`src/rtl/uart_fifo_mmio.sv`:
```
// rtl/uart_fifo_mmio.sv - memory-mapped RX/TX circular byte FIFOs between the CPU bus and a UART
module uart_fifo_mmio #(
    parameter int RX_DEPTH = 16,
    parameter int TX_DEPTH = 16
) (
    input  logic        clk,
    input  logic        rst,
    input  logic        sel,
    input  logic [1:0]  mem_addr,
    input  logic        mem_write,
    input  logic        mem_read,
    input  logic [31:0] mem_wdata,
    output logic [31:0] read_data,
    input  logic        rx_valid,
    input  logic [7:0]  rx_data,
    output logic        tx_valid,
    output logic [7:0]  tx_data,
    input  logic        tx_ready,
    output logic        irq
);
    localparam int RX_AW = $clog2(RX_DEPTH);
    localparam int TX_AW = $clog2(TX_DEPTH);
    localparam logic [RX_AW:0] RX_FULL_CNT = (RX_AW + 1)'(RX_DEPTH);
    localparam logic [TX_AW:0] TX_FULL_CNT = (TX_AW + 1)'(TX_DEPTH);

    logic [7:0]       r_rx_mem [RX_DEPTH];
    logic [7:0]       r_tx_mem [TX_DEPTH];
    logic [RX_AW-1:0] r_rx_wr, r_rx_rd;
    logic [TX_AW-1:0] r_tx_wr, r_tx_rd;
    logic [RX_AW:0]   r_rx_cnt;
    logic [TX_AW:0]   r_tx_cnt;
    logic             r_rx_ovf, r_tx_ovf, r_rx_ie, r_tx_ie, r_irq;

    logic w_wr, w_rd, w_data_wr, w_ctl_wr;
    logic w_rx_full, w_rx_empty, w_tx_full, w_tx_empty;
    logic w_rx_push, w_rx_pop, w_rx_drop, w_tx_push, w_tx_pop, w_tx_drop;
    logic [7:0] w_rx_cnt8, w_tx_cnt8;
    logic w_unused;

    assign w_wr      = sel && mem_write;
    assign w_rd      = sel && mem_read;
    assign w_data_wr = w_wr && (mem_addr == 2'd0);
    assign w_ctl_wr  = w_wr && (mem_addr == 2'd2);

    assign w_rx_full  = (r_rx_cnt == RX_FULL_CNT);
    assign w_rx_empty = (r_rx_cnt == '0);
    assign w_tx_full  = (r_tx_cnt == TX_FULL_CNT);
    assign w_tx_empty = (r_tx_cnt == '0);

    // A pop in the same cycle frees the slot, so a full FIFO can still accept a push.
    assign w_rx_pop  = w_rd && (mem_addr == 2'd0) && !w_rx_empty;
    assign w_rx_push = rx_valid && (!w_rx_full || w_rx_pop);
    assign w_rx_drop = rx_valid && w_rx_full && !w_rx_pop;
    assign w_tx_pop  = tx_valid && tx_ready;
    assign w_tx_push = w_data_wr && (!w_tx_full || w_tx_pop);
    assign w_tx_drop = w_data_wr && w_tx_full && !w_tx_pop;

    assign tx_valid = !w_tx_empty;
    assign tx_data  = r_tx_mem[r_tx_rd];
    assign irq      = r_irq;

    assign w_rx_cnt8 = 8'(r_rx_cnt);
    assign w_tx_cnt8 = 8'(r_tx_cnt);
    assign w_unused  = ^mem_wdata[31:8];

    always_comb begin
        read_data = 32'd0;
        case (mem_addr)
            2'd0: read_data = w_rx_empty ? 32'd0 : {24'd0, r_rx_mem[r_rx_rd]};
            2'd1: read_data = {8'd0, w_tx_cnt8, w_rx_cnt8, 2'b00, r_tx_ovf, r_rx_ovf,
                               w_tx_full, w_tx_empty, w_rx_full, !w_rx_empty};
            2'd2: read_data = {26'd0, r_tx_ie, r_rx_ie, 4'b0000};
            default: read_data = 32'd0;
        endcase
    end

    always_ff @(posedge clk) begin
        if (w_rx_push) r_rx_mem[r_rx_wr] <= rx_data;
        if (w_tx_push) r_tx_mem[r_tx_wr] <= mem_wdata[7:0];
    end

    always_ff @(posedge clk) begin
        if (rst || (w_ctl_wr && mem_wdata[0])) begin
            r_rx_wr  <= '0;
            r_rx_rd  <= '0;
            r_rx_cnt <= '0;
        end else begin
            if (w_rx_push) r_rx_wr <= r_rx_wr + 1'b1;
            if (w_rx_pop)  r_rx_rd <= r_rx_rd + 1'b1;
            if (w_rx_push && !w_rx_pop)      r_rx_cnt <= r_rx_cnt + 1'b1;
            else if (!w_rx_push && w_rx_pop) r_rx_cnt <= r_rx_cnt - 1'b1;
        end
    end

    always_ff @(posedge clk) begin
        if (rst || (w_ctl_wr && mem_wdata[1])) begin
            r_tx_wr  <= '0;
            r_tx_rd  <= '0;
            r_tx_cnt <= '0;
        end else begin
            if (w_tx_push) r_tx_wr <= r_tx_wr + 1'b1;
            if (w_tx_pop)  r_tx_rd <= r_tx_rd + 1'b1;
            if (w_tx_push && !w_tx_pop)      r_tx_cnt <= r_tx_cnt + 1'b1;
            else if (!w_tx_push && w_tx_pop) r_tx_cnt <= r_tx_cnt - 1'b1;
        end
    end

    // Overflow set takes priority over a same-cycle clear.
    always_ff @(posedge clk) begin
        if (rst) begin
            r_rx_ovf <= 1'b0;
            r_tx_ovf <= 1'b0;
            r_rx_ie  <= 1'b0;
            r_tx_ie  <= 1'b0;
            r_irq    <= 1'b0;
        end else begin
            if (w_rx_drop)                     r_rx_ovf <= 1'b1;
            else if (w_ctl_wr && mem_wdata[2]) r_rx_ovf <= 1'b0;
            if (w_tx_drop)                     r_tx_ovf <= 1'b1;
            else if (w_ctl_wr && mem_wdata[3]) r_tx_ovf <= 1'b0;
            if (w_ctl_wr) begin
                r_rx_ie <= mem_wdata[4];
                r_tx_ie <= mem_wdata[5];
            end
            r_irq <= (r_rx_ie && !w_rx_empty) || (r_tx_ie && w_tx_empty);
        end
    end
endmodule

```
`config.mk`:
```
export PLATFORM = sky130hd
export DESIGN_NAME = uart_fifo_mmio
export DESIGN_NICKNAME = d
export VERILOG_FILES = /design/src/rtl/uart_fifo_mmio.sv
export SDC_FILE = /design/constraint.sdc
export NUM_CORES = 1
export LEC_CHECK = 0
export CAP_MARGIN = 5
export CORE_UTILIZATION = 58
export CTS_CLUSTER_SIZE = 28
export DETAILED_ROUTE_END_ITERATION = 6
export PLACE_DENSITY = 0.79
export SLEW_MARGIN = 20
export SYNTH_ARGS = -nofsm -noshare
export SYNTH_HDL_FRONTEND = slang
export SYNTH_SLANG_ARGS = --single-unit
```
`constraint.sdc`:
```
create_clock -name clk -period 3.74 [get_ports clk]
set_clock_uncertainty 0.1 [all_clocks]
set_input_delay 0.748 -clock clk [delete_from_list [all_inputs] [get_ports clk]]
set_output_delay 0.748 -clock clk [all_outputs]
set_load 0.01 [all_outputs]
```
== Word level (Yosys, flattened, before mapping) ==
Memory sizes are Yosys's and may differ from the RTL's. A register that Yosys moved wholly into a read port is not among the register bits.
Index checks and enable logic that the tools add are counted.
W data, S select, Z words.
Cells by class
  add/subtract/negate cells: 8
  reductions and logical operators: 43
  muxes and demuxes: 18
  eq/ne operators: 4
Operators by type and width (count)
  $pmux W21 S3: 1
  $logic_and A1 B1 Y1: 23
  $mux W5: 4
  $add A4 B1 Y4 const B: 4
  $mux W4: 4
  $add A5 B1 Y5 const B: 2
  $eq A5 B5 Y1 const B: 2
  $logic_not A5 Y1: 2
  $sub A5 B1 Y5 const B: 2
  $logic_not A1 Y1: 8
  $mux W1: 8
  $mux W8: 1
  $reduce_bool A2 Y1: 4
  $logic_or A1 B1 Y1: 5
  $eq A2 B1 Y1 const B: 1
  $eq A2 B2 Y1 const B: 1
  $logic_not A2 Y1: 1
Word-level totals
  output and inout bits: 42
  memories: 2
  RAM bits: 256
  input port bits: 49
  word-level logic and storage cells: 86
  flip-flop bits (word level): 31
Memories
  r_rx_mem: words 16, bits a word 8, rd ports 1, clocked after memory_dff 1, write ports 1, line 26  | logic [7:0] r_rx_mem [RX_DEPTH];
  r_tx_mem: words 16, bits a word 8, rd ports 1, clocked after memory_dff 1, write ports 1, line 27  | logic [7:0] r_tx_mem [TX_DEPTH];

== Longest topological paths before layout ==
  word-level depth: 9
  depth in mapped cells: 12
  gate-level depth less buffers: 11

== Least setup slack after synthesis ==
Ideal clock, no wire load.
  path type: input-to-reg
  start: in mem_addr[1]
  end: reg r_rx_cnt[4]
  library setup time: 0.121 ns
  stages: 10
  required time: 3.519 ns
  path buffers: 0
  arrival: 3.044 ns
  setup slack: 0.475 ns
  path through: nand4bb_1 > a31oi_2 > ha_1 > inv_1 > ha_1 > nor2b_1 > o21a_1 > or3_1 > a21oi_1 > mux2_2
Between the ends
  cells in the longest elaborated chain, start to end: 8
  elaborated cells on any way between the ends: 15
  classes of those cells: eq/ne (1); mux (1); reduce/logical (13)
RTL lines
  from (decl): line 9  | input logic [1:0] mem_addr,
  $logic_not A2 Y1: line 51  | assign w_rx_pop = w_rd && (mem_addr == 2'd0) && !w_rx_empty;
  $logic_and A1 B1 Y1 (2 in a row): line 51
  $logic_or A1 B1 Y1: line 52  | assign w_rx_push = rx_valid && (!w_rx_full || w_rx_pop);
  $logic_and A1 B1 Y1: line 52
  $logic_not A1 Y1: line 91  | else if (!w_rx_push && w_rx_pop) r_rx_cnt <= r_rx_cnt - 1'b1;
  $logic_and A1 B1 Y1: line 91
  $reduce_bool A2 Y1 (no line)
  to (signal assigned): line 90  | if (w_rx_push && !w_rx_pop) r_rx_cnt <= r_rx_cnt + 1'b1;
  to (signal assigned): line 91
  to (decl): line 30  | logic [RX_AW:0] r_rx_cnt;
Several ways; a longest one is shown, not always the timed one.
A chain may end at the register's enable or synchronous reset.

==> flow_summary.yaml <==
yosys:
  synth_top_family_by_area: "multiplexers"
  synth-xor-area-share: 0.01319
  synth_cells: 662
  yosysSeqAreaShare: 0.7084
  yosys_register_bits: 295
  post-synth-top-count-cell: "edfxtp_1"
  synth-async-reset-ratio: 0
  synth_area_per_cell_sq_um: 18.06
  synthFlopType: "edfxtp_1"
  syn_area_sq_um: 11950
  synth_top_area_share: 0.6431
  synth.area.top_cells: "edfxtp_1 (64%), mux4_2 (14%), dfxtp_1 (6.5%)"
  synth_simple_gate_area_frac: 0.05474
  synth_enable_flop_cells: 256
  netlist.top_cell.by_area: "edfxtp_1"
  yosys.cell_types.count: 42
  yosysWarnings: 0
  synthMuxAreaShare: 0.1497
  synth_compound_gate_area_share: 0.02523
  synth_commonest_cells: "edfxtp_1 (256), mux4_2 (73), nor2_1 (67), dfxtp_1 (39), nand2_1 (22)"
  synthAdderAreaFrac: 0.02219
grt:
  grt_pass1_wl_mm: 36.72
  grt_pass1_vias: 6451
  grtUsageTotal: 0.2309
  grt_max_degree: 33
  antenna_found_initial: 0
  grt-ovfl-total: 0
floorplanning:
  die_h_um: 145.6
  io_pins: 91
  rows: 52
  dieArea_sq_um: 21190
  die_w_um: 145.6
  initial_core_util: 0.5908
  coreArea_sq_um: 20230
min_path:
  whs_path_depth: 2
  hp-class: "reg -> reg"
  hp-start: "r_tx_ovf"
  hold-path-endpoint: "r_tx_ovf"
clocking:
  cts_inserted_buffers: 29
  cts_tree: "yes"
  clkLatencyLatePin_ns: 0.53
  cts_buffer_depth: 3
  cts-root-buf: "clkbuf_16"
  cts.sinks: 295
  postCtsHoldBufs: 0
  cts.htree.levels: 1
  clk_pin_slew_ns: 0.06
detailed_routing:
  drc: 0
  first_pass_iters: 5
  detail_route.wirelength_mm: 23.86
  route.vias.total: 6213
  avgViaCountPerCell: 5.867
  ant_nets: 0
  wl_per_cell_um: 22.53
  drtIter0Drc: 488
setup_path:
  worst_ep_required_time_ns: 2.89
  end_kind: "output pin"
  critPathLaunchType: "flop"
  crit_path_max_fanout: 12
  r2r_cells: 11
  timing.rr.end: "r_tx_cnt[4]"
  crit_buf_inv: 2
  worst_path_largest_cell_delay_ns: 0.52
  path_class: "reg -> out"
  cp_top_family: "multiplexers"
  reg2reg_slack_ns: 0.41
  cp_slowest_cell: "mux4_2"
  crit_chain: "buf_12 -> mux4_2 -> mux2_2 -> a21oi_2 -> o2bb2ai_1 -> clkdlybuf4s50_1"
  cp.arrival_ns: 2.81
  timing.rr.start: "r_tx_cnt[0]"
cells_and_area:
  antenna_cells: 0
  syn_to_final_growth_pct: 16.67
  stdcell_area_sq_um: 13950
  drive_gt1_frac: 0.2281
  post-route-util: 0.6893
  num-nets-final: 838
timing:
  finalHoldViolCount: 0
  fmax_ghz: 0.2734
  min_period_ns: 3.658
  tightest_slew_ns: 0.7690
  setup_viol: 0
  slew_viol_final: 0
  relSlewSlack: 0.4857
  fin_hold_ws_ns: 0.3812
  fin_tns_setup_ns: 0
  rsz0062_at_grt: "no"
  min_period_over_period: 0.9781
power:
  p_per_area_nw_per_um2: 550.6
  finalPower_w: 0.007679
  leakage_nw: 4.588
  ir_drop_uv: 564.6
flow_run:
  drv_cap: 0
placement:
  io_buffer_count: 52
  place_area_sq_um: 13010
  hpwl_mm: 15.36
  gp_congestion: 0.7783
run_status:
  status: "finished clean"
==> worst max-delay path by stage <==
| stage | to | start | cells after the start |
|---|---|---|---|
| 6_report | read_data[3] | flop | 6 |
| 5_1_grt | read_data[0] | flop | 6 |
| 4_1_cts | read_data[3] | flop | 6 |
| 3_5_place_dp | r_rx_cnt[4] | sel | 11 |
| 3_3_place_gp | r_rx_cnt[4] | mem_addr[1] | 12 |
| 2_1_floorplan | r_rx_cnt[4] | mem_addr[1] | 10 |
==> flip-flops by register name, indices dropped and copies added, names as in the netlist, named ones only <==
register and cells:
irq 1, r_rx_cnt 5, r_rx_ie 1, r_rx_mem 128
r_rx_ovf 1, r_rx_rd 4, r_rx_wr 4, r_tx_cnt 5
r_tx_ie 1, r_tx_mem 128, r_tx_ovf 1, r_tx_rd 4
r_tx_wr 4
==> final cells by class <==
cell class                      count  area (sq um)
Clock buffer                       42         804.5
Timing Repair Buffer              108         983.4
Fill cell                        1260          6287
Tap cell                          270         337.8
Clock inverter                      9         71.32
Multi-Input combinational cell    322          3224
Sequential cell                   295          8477
Inverter                           13         48.80
==> power breakdown <==
group,internal [W],switching (W)
clock,0.00155,0.00114
sequential,0.00367,0.0000930
combinational,0.000614,0.000610
total,0.00584,0.00184
==> per-stage QoR <==
stage	setup slack (ns)	std cells
final	0.08194	1059
after global routing	0.01801	1059
after CTS	0.02044	1054
after detailed placement	0.01481	1003
after global placement	0.08261	1003
after floorplan	0.4754	675
==> per-layer routing <==
layer,vias to the layer above,routed length (um),global-route usage
li1,2769,-,-
met2,222,12810,0.4228
met5,-,0,0
met1,3170,9164,0.2853
met3,52,1060,0.02915
met4,0,829,0.07684
==> worst reg2reg max path, delay by kind of cell (launching register included) <==
| kind | cells | cell delay, ns |
|---|---|---|
| simple gates | 4 | 1.43 |
| fa+ha+maj | 2 | 0.63 |
| compound gates | 3 | 0.52 |
| flops | 1 | 0.38 |
| buf+inv | 1 | 0.11 |
| xor+xnor | 1 | 0.09 |
==> cell usage in the layout, fill, tap and decap left out, types with 10 or more instances in the layout <==
cell and n:
a21oi_1 16, buf_4 53, clkbuf_1 10, clkbuf_16 30, clkdlybuf4s50_1 52, conb_1 14
dfxtp_1 34, edfxtp_1 256, ha_1 18, inv_1 13, mux2i_1 10, mux4_2 73
nand2_1 22, nor2_1 67, xor2_1 11
==> cells by family after synthesis <==
group                    Yosys count
flip-flops                       295
AO/OA/AOI/OAI                     44
adder cells (fa/ha/maj)           20
buffers and inverters             58
multiplexers                      87
XOR/XNOR                          18
AND/OR/NAND/NOR                  139
other                              1
==> repair_timing <==
item                       4_1_cts  5_1_grt
gates resized for setup          5        1
setup endpoints to repair        5        3
setup buffers                    0        4
cloned                           0        1
No activity file was read; power rests on OpenSTA's default activity.
